**src/rtl/key_debounce.sv**
```systemverilog
`default_nettype none
// +--------------------------------------------------------------------------+
// | Module   : key_debounce                                                  |
// | Brief    : N-channel key synchroniser/debouncer with press/release pulses |
// |            and lowest-index key code. Auto-repeat: KEY_DEBOUNCE_REPEAT_EN |
// | Revision : 1.0 - initial release                                         |
// +--------------------------------------------------------------------------+
module key_debounce #(
  parameter int N_KEYS          = 4,
  parameter int SYNC_STAGES     = 2,
  parameter int DEBOUNCE_CYCLES = 50000,
  parameter int REPEAT_DELAY    = 25000000,
  parameter int REPEAT_PERIOD   = 5000000
) (
  input  logic                      clk,
  input  logic                      rst_n,
  input  logic [N_KEYS-1:0]         key,
  output logic [N_KEYS-1:0]         pressed,
  output logic [N_KEYS-1:0]         press_pulse,
  output logic [N_KEYS-1:0]         release_pulse,
  output logic                      button_down,
  output logic [$clog2(N_KEYS)-1:0] key_code
);

  localparam int c_code_w = $clog2(N_KEYS);
  localparam int c_cnt_w  = $clog2(DEBOUNCE_CYCLES);
  localparam logic [c_cnt_w-1:0] c_cnt_max = c_cnt_w'(DEBOUNCE_CYCLES - 1);

`ifdef KEY_DEBOUNCE_REPEAT_EN
  localparam int c_rpt_max = (REPEAT_DELAY > REPEAT_PERIOD) ? REPEAT_DELAY : REPEAT_PERIOD;
  localparam int c_rpt_w   = $clog2(c_rpt_max + 1);
  localparam logic [c_rpt_w-1:0] c_rpt_delay_m1  = c_rpt_w'(REPEAT_DELAY - 1);
  localparam logic [c_rpt_w-1:0] c_rpt_period_m1 = c_rpt_w'(REPEAT_PERIOD - 1);
`endif

  if (N_KEYS < 2 || SYNC_STAGES < 2 || DEBOUNCE_CYCLES < 2 ||
      REPEAT_DELAY < 1 || REPEAT_PERIOD < 1) begin : g_param_check
    $error("key_debounce: illegal parameter value");
  end

  typedef enum logic [1:0] {
    S_IDLE         = 2'd0,
    S_PRESS_WAIT   = 2'd1,
    S_PRESSED      = 2'd2,
    S_RELEASE_WAIT = 2'd3
  } state_t;

  logic [N_KEYS-1:0]   w_s;
  logic [c_code_w-1:0] w_key_code;

  for (genvar gi = 0; gi < N_KEYS; gi++) begin : g_chan
    logic [SYNC_STAGES-1:0] r_sync;
    state_t                 r_state;
    logic [c_cnt_w-1:0]     r_cnt;
    logic                   r_pressed;
    logic                   r_press_pulse;
    logic                   r_release_pulse;
`ifdef KEY_DEBOUNCE_REPEAT_EN
    logic [c_rpt_w-1:0]     r_rpt;
    logic                   r_rpt_armed;
`endif

    // Raw key is active-low, so the flops reset to 1 (released).
    always_ff @(posedge clk or negedge rst_n) begin
      if (!rst_n) r_sync <= '1;
      else        r_sync <= {r_sync[SYNC_STAGES-2:0], key[gi]};
    end

    assign w_s[gi] = ~r_sync[SYNC_STAGES-1];

    always_ff @(posedge clk or negedge rst_n) begin
      if (!rst_n) begin
        r_state         <= S_IDLE;
        r_cnt           <= '0;
        r_pressed       <= 1'b0;
        r_press_pulse   <= 1'b0;
        r_release_pulse <= 1'b0;
`ifdef KEY_DEBOUNCE_REPEAT_EN
        r_rpt           <= '0;
        r_rpt_armed     <= 1'b0;
`endif
      end else begin
        r_press_pulse   <= 1'b0;
        r_release_pulse <= 1'b0;
        case (r_state)
          S_IDLE: begin
            if (w_s[gi]) begin
              r_state <= S_PRESS_WAIT;
              r_cnt   <= '0;
            end
          end
          S_PRESS_WAIT: begin
            if (!w_s[gi]) begin
              r_state <= S_IDLE;
            end else if (r_cnt == c_cnt_max) begin
              r_state       <= S_PRESSED;
              r_pressed     <= 1'b1;
              r_press_pulse <= 1'b1;
`ifdef KEY_DEBOUNCE_REPEAT_EN
              r_rpt         <= '0;
              r_rpt_armed   <= 1'b0;
`endif
            end else begin
              r_cnt <= r_cnt + 1'b1;
            end
          end
          S_PRESSED: begin
            if (!w_s[gi]) begin
              r_state <= S_RELEASE_WAIT;
              r_cnt   <= '0;
            end
`ifdef KEY_DEBOUNCE_REPEAT_EN
            // First repeat after the long delay, then at the shorter period.
            else if (r_rpt == (r_rpt_armed ? c_rpt_period_m1 : c_rpt_delay_m1)) begin
              r_press_pulse <= 1'b1;
              r_rpt         <= '0;
              r_rpt_armed   <= 1'b1;
            end else begin
              r_rpt <= r_rpt + 1'b1;
            end
`endif
          end
          S_RELEASE_WAIT: begin
            if (w_s[gi]) begin
              r_state <= S_PRESSED;
            end else if (r_cnt == c_cnt_max) begin
              r_state         <= S_IDLE;
              r_pressed       <= 1'b0;
              r_release_pulse <= 1'b1;
`ifdef KEY_DEBOUNCE_REPEAT_EN
              r_rpt           <= '0;
              r_rpt_armed     <= 1'b0;
`endif
            end else begin
              r_cnt <= r_cnt + 1'b1;
            end
          end
          default: r_state <= S_IDLE;
        endcase
      end
    end

    assign pressed[gi]       = r_pressed;
    assign press_pulse[gi]   = r_press_pulse;
    assign release_pulse[gi] = r_release_pulse;
  end

  // Descending scan so the lowest pressed index wins.
  always_comb begin
    w_key_code = '0;
    for (int i = N_KEYS - 1; i >= 0; i--) begin
      if (pressed[i]) w_key_code = c_code_w'(i);
    end
  end

  assign key_code    = w_key_code;
  assign button_down = |pressed;

endmodule
`default_nettype wire
```
**config.mk**
```make
export PLATFORM = sky130hd
export DESIGN_NAME = key_debounce
export DESIGN_NICKNAME = d
export VERILOG_FILES = /design/src/rtl/key_debounce.sv
export SDC_FILE = /design/constraint.sdc
export NUM_CORES = 1
export LEC_CHECK = 0
export BUFFER_PORTS_ARGS = -buffer_cell sky130_fd_sc_hd__clkbuf_2
export CORE_MARGIN = 2
export CORE_UTILIZATION = 50
export CTS_CLUSTER_SIZE = 40
export DETAILED_ROUTE_END_ITERATION = 6
export GPL_TIMING_DRIVEN = 0
export PLACE_DENSITY = 0.75
export SLEW_MARGIN = 20
export SYNTH_ARGS = -nofsm -noshare
export SYNTH_HDL_FRONTEND = slang
export SYNTH_SLANG_ARGS = --single-unit
```
**constraint.sdc**
```tcl
create_clock -name clk -period 1.96 [get_ports clk]
set_input_delay 0.392 -clock clk [delete_from_list [all_inputs] [get_ports clk]]
set_output_delay 0.392 -clock clk [all_outputs]
set_load 0.005 [all_outputs]
```
======== After elaboration in Yosys (flattened, before gate mapping) ========
Cells that the tools add are included.
cells by class
  add/subtract/negate cells ............... 4
  equal/unequal tests ..................... 48
  muxes and demuxes ....................... 96
  reduce and logical (&&, ||, !) cells .... 21
operators with widths
  cell                                                 number
  two-way mux 16 bit                                   20
  one-hot mux 16 bit (4 select lines)                  4
  adder 16 x 1 -> 16 bit, second input constant        4
  equality test 16 bit, second input constant          4
  two-way mux 2 bit                                    28
  inequality test 2 bit, second input constant         24
  two-way mux 1 bit                                    36
  one-hot mux 2 bit (4 select lines)                   4
  AND reduction 4 bit                                  8
  inequality test 3 bit, second input constant         8
  AND reduction 5 bit                                  4
  equality test 2 bit, second input constant           8
  equality test 2 x 1 -> 1 bit, second input constant  4
  logical NOT 2 bit                                    4
  one-hot mux 1 bit (2 select lines)                   4
  nonzero test 2 bit                                   4
  OR reduction 4 bit                                   1
word-level totals
  register bits ........................... 92
  output and inout port bits .............. 15
  word-level logic and storage cells ...... 193

======== Longest topological paths before layout ========
Gate-level depths: netlist of run 1.
  word-level depth ........................ 4
  gate-level depth with buffers ........... 7

======== Worst setup path before layout of run 1 ========
OpenSTA, ideal clock, no wires.
  kind .................................... register -> register
  start ................................... register g_chan[2].r_cnt[0]
  end ..................................... register g_chan[2].r_cnt[3]
  setup time .............................. 0.121 ns
  arrival time ............................ 1.779 ns
  required time ........................... 1.839 ns
  path slack .............................. 0.060 ns
  stages on the path, launching flop included .. 8
  buffers on the path ..................... 2
  clock period less this slack ............ 1.900 ns
  cell sequence ........................... dfrtp_1 -> ha_1 -> and4b_1 -> and4_1 -> or2_1 -> buf_2 -> buf_2 -> a22o_1
between the ends
  word-level cells in the longest chain between the ends .. 4
ends and longest elaborated chain
  what                                                                   RTL line  RTL
  from (decl)                                                            54        logic [c_cnt_w-1:0] r_cnt;
  from (signal assigned)                                                 104       r_cnt <= r_cnt + 1'b1;
  from (signal assigned)                                                 135       r_cnt <= r_cnt + 1'b1;
  adder 16 x 1 -> 16 bit / equality test 16 bit (equally long branches)  --
  two-way mux 16 bit *                                                   95, 126
  two-way mux 16 bit, on equally long branches                           124, 93
  one-hot mux 16 bit (4 select lines) *                                  85        case (r_state)
Every way passes the cells marked *; elsewhere a longest branch is shown, timed or not. The select of a mux whose other input is x is not followed.
A chain may end at the register's enable or synchronous reset.

======== Worst setup path after layout of run 1 ========
  start ................................... register g_chan[2].r_cnt[1]
  end ..................................... register g_chan[2].r_cnt[3]
The elaborated chain is that of the path after synthesis.

==> reports/results.ini, run 1 <==
[place]
dp_hpwl_um = 7070
port_buffers = 20
dp_slack_ns = -0.208
gp_congestion = 0.881

[worst_setup_path]
worst_setup_path_end_kind = flop
path_buf_inv = 2
path_cells = ha_4 -> and4b_1 -> and4_4 -> or2_1 -> buf_2 -> buf_6 -> a22o_1
slowest_stage = dfrtp_1
slowest_delay_ns = 0.43
cp_top_family = simple AND/OR/NAND/NOR gates
cp.required_ns = 2.21
start_kind = flop
critPathKind = flop to flop
arrival_ns = 2.16
worstPathMaxFanout = 10

[synthesis]
synthTopCellsByArea = dfrtp_1 42%, dfstp_2 4.2%, mux2i_1 3.8%
synth_top_area_share = 0.422
ys_warn_count = 0
synth-main-ff-cell = dfrtp_1
yosys.area.top_type = dfrtp_1
syn_nets = 525
synth_seq_cells = 92
syn_area_um2 = 4980
synth_edf_count = 0
ys_seq_area_frac = 0.464
synthTopCellsByCount = 84 x dfrtp_1, 41 x nand2_1, 31 x nor2_1
synth_most_common_cell = dfrtp_1
synth_cell_types = 54
synthCells = 515
avgSynthCellArea_um2 = 9.67
synth-async-reset-ratio = 1.00

[global_route]
grt_pass1_vias = 4124
overflow = 0
grt_usage = 0.211
grt_max_degree = 93
grt_pass1_wl_um = 18900
antenna_found_initial = 0

[power]
leakage_nw = 2.59
powerDensity_nw_per_um2 = 660
ir_worst_vdd_uv = 398

[floorplan]
num_io_pins = 21
row_count = 36
start_util = 0.512
die_area_um2 = 10800
core-area_um2 = 9730
die_height_um = 104
die_x_um = 104

[clocking]
clock_path_buffers = 2
hold_buffers = 0
cts_tree = yes
htree_num_levels = 3
cts_buffers = 9
root_buffer = clkbuf_8
insertion_delay_ns = 0.36
cts_sinks = 92
clk_pin_slew_ns = 0.08

[timing]
slew_headroom = 0.534
setup_slack_ns = 0.0533
fin_crit_sh = 0.973
tns_ns = 0
hold_ws_ns = 0.0444
finalHoldViolCount = 0
fin_crit_ns = 1.91
fmax_mhz = 524
rsz0062_at_grt = yes
slew_violations = 0
skew_ns = 0.00943
setup_violations = 0
worstMarginPinSlew_ns = 0.697

[detailed_routing]
drc = 0
avgRoutedWirePerCell_um = 15.7
vias = 4260
drt_pre_antenna_iters = 5
via_per_inst = 6.13
ant_nets = 0
totalWireLength_um = 10900
dr.first_iter.drc_count = 158

[min_path]
worstHoldPathType = primary input to async pin

[flow_run]
drv_cap = 0

[status]
status = finished clean

[cells_and_area]
area_delta_synth_final_pct = 14.8
diodes = 0
final_nets = 567
drive_gt1_frac = 0.203

[cells by family (layout without fill, tap and decap cells)]
group	Yosys count	count (layout)	synth area share
compound gates	114	114	0.161
simple gates	218	218	0.252
flops	92	92	0.464
mux	21	21	0.0427
xor+xnor	6	6	0.0106
fa+ha+maj	4	4	0.0101
buf+inv	60	107	0.0588
[worst register-to-register path, stage by stage (launching register included)]
cell     delay (ns)
dfrtp_1        0.43
ha_4           0.20
and4b_1        0.21
and4_4         0.22
or2_1          0.20
buf_2          0.17
buf_6          0.16
a22o_1         0.22
[stage by stage]
step | total power [mW] | cell area, µm² | util | cells
final | 3.77 | 5720 | 0.587 | 695
after global routing | 3.97 | 5720 | 0.587 | 695
after CTS | 3.76 | 5550 | 0.570 | 688
after detailed placement | 2.48 | 5280 | 0.543 | 669
after global placement | 2.45 | 5250 | 0.539 | 668
after floorplan | 2.34 | 4980 | - | 515
[sequential cells by signal, indices dropped and copies added, names as in the netlist, named ones only]
signal / flops
g_chan.r_cnt: 64
g_chan.r_sync: 8
g_chan.r_press_pulse: 4
g_chan.r_pressed: 4
g_chan.r_release_pulse: 4
g_chan.r_state: 4
[routing by layer]
metal  share of wire  global-route usage  vias to the layer above
li1                -                   -                     2014
met1            0.46               0.278                     2114
met2            0.48               0.351                      110
met3           0.041              0.0352                       22
met4           0.022              0.0801                        0
met5               0                   0                        -
[path summary, 6_finish.rpt]
check | startpoint | endpoint | slack (ns) | cells past startpoint
worst max-delay path | g_chan[2].r_cnt[1] | g_chan[2].r_cnt[3] | 0.05 | 7
worst min-delay path | rst_n | g_chan[2].r_cnt[9] | 0.04 | 2
worst max register to register | g_chan[2].r_cnt[1] | g_chan[2].r_cnt[3] | 0.05 | 7
worst min register to register | g_chan[2].r_sync[0] | g_chan[2].r_sync[1] | 0.36 | 0
max in group asynchronous | rst_n | g_chan[2].r_sync[0] | 1.52 | 2
min in group clk | key[1] | g_chan[1].r_sync[0] | 0.10 | 1
[placed cells by master, fill, tap and decap left out, types with 5 or more instances in the layout]
cell / instances
a21o_1: 5
a21oi_1: 13
a31oi_1: 13
and2_1: 15
and3_1: 9
and4_1: 10
and4b_1: 6
buf_4: 24
clkbuf_1: 15
clkbuf_2: 23
clkbuf_8: 10
dfrtp_1: 78
dfrtp_2: 6
dfstp_2: 8
inv_1: 21
mux2i_1: 19
nand2_1: 41
nand3_1: 23
nand4_1: 21
nor2_1: 31
nor3_1: 15
nor4_1: 7
o21ai_0: 26
o2bb2ai_1: 15
o41ai_1: 10
o41ai_2: 5
or3_1: 6
[power by group]
| part | leakage [nW] | internal, mW | total, mW | switching (mW) |
|---|---|---|---|---|
| clock network | 0.0927 | 0.590 | 1.28 | 0.686 |
| registers | 1.23 | 2.00 | 2.14 | 0.143 |
| logic | 1.27 | 0.155 | 0.356 | 0.201 |
| total | 2.59 | 2.74 | 3.77 | 1.03 |
[what timing repair did]
action	in CTS	in global routing
pin swaps	2	5
gates resized for setup	13	27
setup endpoints to repair	34	40
buffers inserted	3	8
[layout make-up]
type	count	area (µm²)
Clock buffer	10	128
Sequential cell	92	2320
Tap cell	133	166
Multi-Input combinational cell	363	2520
Fill cell	847	4010
Buffer	38	224
Inverter	21	78.8
Clock inverter	6	63.8
Timing Repair Buffer	32	219
(Power assumes the default switching activity.)
==> run 2, diff against run 1 <==
PLACE_DENSITY = 0.7   (was 0.75)
==> run 2 against run 1 <==
Clock skew rose by 0.0087 ns. Highest routed layer unchanged. Combinational power rose by 2%. Hold slack got worse by 0.023 ns. Critical path type unchanged. Fmax fell by 0.41%. Design area rose by 0.42%. Sequential share of layout area fell by 0.19 points. Largest power group unchanged.
==> reports/results.ini, run 2 (synthesized netlist as in run 1, its figures left out) <==
[timing]
hold_ws_ns = 0.0210  ; was 0.0444 ns
fin_crit_ns = 1.91  ; about the same
fmax_mhz = 522  ; was 524 MHz
slew_headroom = 0.639  ; was 0.534
fin_crit_sh = 0.977  ; was 0.973
finalHoldViolCount = 0  ; unchanged
slew_violations = 0  ; unchanged
skew_ns = 0.0182  ; was 0.00943 ns
worstMarginPinSlew_ns = 0.541  ; was 0.697 ns
setup_violations = 0  ; unchanged

[place]
dp_cells = 669  ; unchanged
gp_congestion = 0.878  ; was 0.881
dp_hpwl_um = 7350  ; was 7070 µm
port_buffers = 20  ; unchanged

[detailed_routing]
dr_wl_met3_um = 522  ; was 444 µm
totalWireLength_um = 11300  ; was 10900 µm
wl_met2_um = 5510  ; was 5220 µm
drt_pre_antenna_iters = 5  ; unchanged
avgRoutedWirePerCell_um = 16.1  ; was 15.7 µm
via_per_inst = 6.08  ; was 6.13
top_layer_used = met4  ; unchanged
ant_nets = 0  ; unchanged
dr.first_iter.drc_count = 224  ; was 158
vias = 4254  ; was 4260
drc = 0  ; unchanged
wl_met1_um = 5030  ; was 5000 µm

[power]
pwr-share-seq = 0.568  ; was 0.567
total_power_mw = 3.77  ; about the same
p_int_mw = 2.74  ; about the same
combPwrFrac = 0.096  ; was 0.094
ir_worst_vdd_uv = 419  ; was 398 µV
p_clk_frac = 0.336  ; was 0.338
powerDensity_nw_per_um2 = 657  ; was 660 nW/µm²
p_sw_mw = 1.03  ; about the same
switching_share = 0.272  ; was 0.273
leakage_nw = 2.59  ; about the same

[global_route]
grt_usage = 0.211  ; about the same
grt_pass1_wl_um = 19000  ; was 18900 µm
grt_pass1_vias = 4118  ; was 4124
grt_max_degree = 93  ; unchanged
overflow = 0  ; unchanged
antenna_found_initial = 0  ; unchanged

[cells_and_area]
drive_gt1_frac = 0.210  ; was 0.203
instances_no_fill = 700  ; was 695
diodes = 0  ; unchanged
n_fill_cell = 840  ; was 847
final_cell_mix = 79 x dfrtp_1, 41 x nand2_1, 31 x nor2_1, 30 x buf_4, 26 x o21ai_0  ; was 78 x dfrtp_1, 41 x nand2_1, 31 x nor2_1, 26 x o21ai_0, 24 x buf_4
final_nets = 572  ; was 567
largest_reg_flops = 64  ; unchanged
area_delta_synth_final_pct = 15.3  ; was 14.8%
seq_area_um2 = 2320  ; about the same
multi_input_area_um2 = 2510  ; was 2520 µm²
largest-register = g_chan.r_cnt  ; unchanged
reg.largest.list = g_chan.r_cnt: 64 flops, g_chan.r_sync: 8 flops  ; unchanged
final_common_cell = dfrtp_1  ; unchanged

[worst_setup_path]
worst_setup_path_end_kind = flop  ; unchanged
critPathKind = flop to flop  ; unchanged
arrival_ns = 2.21  ; was 2.16 ns
start_kind = flop  ; unchanged
worstPathMaxFanout = 3  ; was 10
ff2ff_path_depth = 5  ; was 7
cp.required_ns = 2.26  ; was 2.21 ns

[clocking]
clock_path_buffers = 2  ; unchanged
htree_num_levels = 3  ; unchanged
insertion_delay_ns = 0.37  ; was 0.36 ns
cts_tree = yes  ; unchanged
clk_pin_slew_ns = 0.10  ; was 0.08 ns
hold_buffers = 0  ; unchanged
cts_buffers = 9  ; unchanged
root_buffer = clkbuf_8  ; unchanged
cts_sinks = 92  ; unchanged

[floorplan]
die_x_um = 104  ; unchanged
die_height_um = 104  ; unchanged
core-area_um2 = 9730  ; unchanged
die_area_um2 = 10800  ; unchanged
row_count = 36  ; unchanged
num_io_pins = 21  ; unchanged
start_util = 0.512  ; unchanged

[min_path]
worstHoldPathType = primary input to async pin  ; unchanged

[status]
status = finished clean  ; unchanged

[flow_run]
drv_cap = 0  ; unchanged

## run 2: cell count changes in the layout (fill, tap and decap cells not counted), moves of 2 or more
cell	delta
buf_4	+6
clkinvlp_4	-2
o41ai_1	+2
o41ai_2	-2
or4_4	+2
## run 2: final cells by class
cell class | instances | share of cell area
inverters | 21 | 0.0137
clock inverters | 5 | 0.00937
repair buffers | 38 | 0.0460
flip-flops and latches | 92 | 0.404
clock buffers | 11 | 0.0229
multi-input cells | 363 | 0.437
well taps | 133 | 0.0290
plain buffers | 37 | 0.0377
## run 2: stage by stage
step / util / cell area, µm² / setup TNS, ns / worst slack [ns]
6_report: 0.590 / 5740 / 0 / 0.0454
5_1_grt: 0.590 / 5740 / -0.0380 / -0.0245
4_1_cts: 0.571 / 5550 / 0 / 0.00351
3_5_place_dp: 0.543 / 5280 / -1.41 / -0.174
3_3_place_gp: 0.539 / 5250 / -53.65 / -0.632
2_1_floorplan: - / 4980 / 0 / 0.0601
## run 2: final timing paths
kind | slack, ns | end | from
worst max-delay path | 0.05 | g_chan[0].r_cnt[15] | g_chan[0].r_cnt[1]
worst min-delay path | 0.02 | g_chan[0].r_cnt[10] | rst_n
worst max register to register | 0.05 | g_chan[0].r_cnt[15] | g_chan[0].r_cnt[1]
worst min register to register | 0.36 | g_chan[2].r_sync[1] | g_chan[2].r_sync[0]
max in group asynchronous | 1.51 | g_chan[0].r_cnt[0] | rst_n
min in group clk | 0.09 | g_chan[1].r_sync[0] | key[1]
## run 2: critical path: stages (launching register included)
cell     delay [ns]
dfrtp_1        0.43
buf_4          0.15
nand4_1        0.14
or4_4          0.56
or4_1          0.49
nand3_1        0.10
## run 2: power groups by stage
stage / clock network, mW / registers [mW] / logic (mW)
floorplan: 0 / 2.13 / 0.213
global placement: 0 / 2.15 / 0.298
detailed placement: 0 / 2.16 / 0.321
CTS: 1.31 / 2.12 / 0.341
global route: 1.37 / 2.16 / 0.412
finish: 1.27 / 2.14 / 0.362
## run 2: timing repair
item,CTS,global route
cloned,0,0
endpoints found under the hold margin,0,0
buffers inserted,4,13
setup endpoints to repair,34,43
resized for setup,13,25
pin swaps,1,7
## run 2: routing by layer
layer / vias to the layer above / GRT usage
met5: - / 0
met4: 0 / 0.0917
met3: 18 / 0.0283
met2: 110 / 0.338
met1: 2101 / 0.289
li1: 2025 / -
==> run 3, diff against run 2 <==
CELL_PAD_IN_SITES_DETAIL_PLACEMENT = 0   (was unset)
CELL_PAD_IN_SITES_GLOBAL_PLACEMENT = 1   (was unset)
CORE_UTILIZATION = 44   (was 50)
PLACE_DENSITY = 0.77   (was 0.7)
==> run 3 against run 2 <==
Hold slack improved by 0.10 ns. Count of clock-buffer cells in the layout unchanged. Critical endpoint is now g_chan[2].r_cnt[3]. Fmax decreased by 0.27%.
==> reports/results.ini, run 3 (synthesized netlist as in run 1, its figures left out) <==
[timing]
slew_headroom = 0.617  ; was 0.639
hold_ws_ns = 0.123  ; was 0.0210 ns
finalHoldViolCount = 0  ; unchanged
skew_ns = 0.0113  ; was 0.0182 ns
setup_violations = 0  ; unchanged
setup_slack_ns = 0.0403  ; was 0.0454 ns
slew_violations = 0  ; unchanged
worstMarginPinSlew_ns = 0.574  ; was 0.541 ns
fin_crit_sh = 0.979  ; was 0.977
fin_crit_ns = 1.92  ; was 1.91 ns
tns_ns = 0  ; unchanged
rsz0062_at_grt = yes
fmax_mhz = 521  ; was 522 MHz

[cells_and_area]
utilization = 0.533  ; was 0.590
final_nets = 567  ; was 572
drive_gt1_frac = 0.199  ; was 0.210
final_cell_mix = 79 x dfrtp_1, 41 x nand2_1, 31 x nor2_1, 26 x o21ai_0  ; was 79 x dfrtp_1, 41 x nand2_1, 31 x nor2_1, 30 x buf_4, 26 x o21ai_0
diodes = 0  ; unchanged
final_common_cell = dfrtp_1  ; unchanged
largest_reg_flops = 64  ; unchanged
area_delta_synth_final_pct = 17.1  ; was 15.3%
largest-register = g_chan.r_cnt  ; unchanged
final_area_um2 = 5830  ; was 5740 µm²
instances_no_fill = 702  ; was 700
n_fill_cell = 1026  ; was 840
reg.largest.list = g_chan.r_cnt: 64 flops, g_chan.r_sync: 8 flops  ; unchanged

[place]
placed_area_um2 = 5290  ; was 5280 µm²
dp_hpwl_um = 7480  ; was 7350 µm
port_buffers = 20  ; unchanged
gp_congestion = 0.811  ; was 0.878
dp_slack_ns = -0.156  ; was -0.174 ns
dp_cells = 676  ; was 669

[power]
ir_worst_vdd_uv = 730  ; was 419 µV
leakage_nw = 2.63  ; was 2.59 nW
powerDensity_nw_per_um2 = 757  ; was 657 nW/µm²
total_power_mw = 4.42  ; was 3.77 mW

[worst_setup_path]
cp_top_family = simple AND/OR/NAND/NOR gates  ; unchanged
ff2ff_path_depth = 7  ; was 5
cp.required_ns = 2.20  ; was 2.26 ns
slowest_stage = dfrtp_1  ; was or4_4
worstPathMaxFanout = 10  ; was 3
path_buf_inv = 2  ; was 1
crit-reg2reg-capture = g_chan[2].r_cnt[3]  ; was g_chan[0].r_cnt[15]
r2r_start = g_chan[2].r_cnt[0]  ; was g_chan[0].r_cnt[1]
start_kind = flop  ; unchanged
regToRegSetupSlack_ns = 0.04  ; was 0.05 ns
critPathKind = flop to flop  ; unchanged
slowest_delay_ns = 0.40  ; was 0.56 ns
arrival_ns = 2.16  ; was 2.21 ns
worst_setup_path_end_kind = flop  ; unchanged
path_cells = ha_2 -> and4b_1 -> and4_4 -> or2_1 -> buf_2 -> buf_6 -> a22o_1  ; was buf_4 -> nand4_1 -> or4_4 -> or4_1 -> nand3_1

[floorplan]
die_height_um = 110  ; was 104 µm
die_area_um2 = 12200  ; was 10800 µm²
row_count = 38  ; was 36
num_io_pins = 21  ; unchanged
die_x_um = 110  ; was 104 µm
core-area_um2 = 10900  ; was 9730 µm²
start_util = 0.455  ; was 0.512

[detailed_routing]
drc = 0  ; unchanged
avgRoutedWirePerCell_um = 16.1  ; about the same
via_per_inst = 5.81  ; was 6.08
totalWireLength_um = 11300  ; about the same
dr.first_iter.drc_count = 197  ; was 224
ant_nets = 0  ; unchanged
vias = 4082  ; was 4254
drt_pre_antenna_iters = 4  ; was 5

[clocking]
clock_path_buffers = 2  ; unchanged
clk_pin_slew_ns = 0.07  ; was 0.10 ns
cts_tree = yes  ; unchanged
insertion_delay_ns = 0.35  ; was 0.37 ns
root_buffer = clkbuf_16  ; was clkbuf_8
cts_sinks = 92  ; unchanged
cts_buffers = 9  ; unchanged
htree_num_levels = 3  ; unchanged

[status]
status = finished clean  ; unchanged

[global_route]
grt_usage = 0.202  ; was 0.211
antenna_found_initial = 0  ; unchanged
grt_pass1_wl_um = 19200  ; was 19000 µm
grt_pass1_vias = 3921  ; was 4118
overflow = 0  ; unchanged
grt_max_degree = 48  ; was 93

[min_path]
hold_end = g_chan[2].r_sync[0]
hold_path.startpoint = key[2]
holdPathStages = 1
worstHoldPathType = primary input to flop  ; was primary input to async pin

[flow_run]
drv_cap = 0  ; unchanged

[run 3: cell types whose count changed in the layout (fill, tap and decap cells not counted), sizes merged]
| cell | delta |
|---|---|
| buf | -5 |
| bufinv | +1 |
| clkbuf | -1 |
| clkinv | -3 |
| clkinvlp | +2 |
| dlygate4sd3 | +1 |
[run 3: layer usage]
metal,track usage,part of all wire,vias up
li1,-,-,2012
met1,0.280,0.49,2011
met2,0.316,0.47,53
met3,0.0529,0.031,6
met4,0.0518,0.0082,0
met5,0,0,-
[run 3: how the worst max path moves through the flow]
stage / from / to / cells past startpoint
global placement: rst_n / g_chan[3].r_cnt[13] / 1
finish: g_chan[2].r_cnt[0] / g_chan[2].r_cnt[3] / 7
global route: g_chan[0].r_cnt[1] / g_chan[0].r_cnt[12] / 5
floorplan: g_chan[2].r_cnt[0] / g_chan[2].r_cnt[3] / 7
detailed placement: g_chan[1].r_cnt[0] / g_chan[1].r_cnt[11] / 6
CTS: g_chan[0].r_cnt[0] / g_chan[0].r_cnt[10] / 6
[run 3: power breakdown]
part	internal, mW	switching, mW	total [mW]
Sequential	2.00	0.134	2.13
Combinational	0.145	0.199	0.344
Clock	1.19	0.750	1.94
Total	3.33	1.08	4.42
[run 3: what timing repair did]
item | 4_1_cts | 5_1_grt
buffers inserted | 4 | 6
hold endpoints to repair | 24 | 0
resized for setup | 14 | 20
endpoints found under the setup margin | 45 | 43
hold buffers | 1 | 0
pin swaps | 3 | 4
[run 3: layout make-up]
| class | count | area, µm² | share of cell area |
|---|---|---|---|
| Buffer | 38 | 224 | 0.0384 |
| Inverter | 21 | 78.8 | 0.0135 |
| Timing Repair Buffer | 32 | 221 | 0.0380 |
| Clock buffer | 11 | 253 | 0.0433 |
| Multi-Input combinational cell | 363 | 2480 | 0.425 |
| Clock inverter | 5 | 83.8 | 0.0144 |
| Tap cell | 140 | 175 | 0.0300 |
| Sequential cell | 92 | 2320 | 0.398 |
[run 3: worst register-to-register path, cell delays in order (launching register included)]
cell and delay [ns]:
dfrtp_1 0.40, ha_2 0.22, and4b_1 0.23, and4_4 0.22, or2_1 0.20, buf_2 0.17
buf_6 0.16, a22o_1 0.22
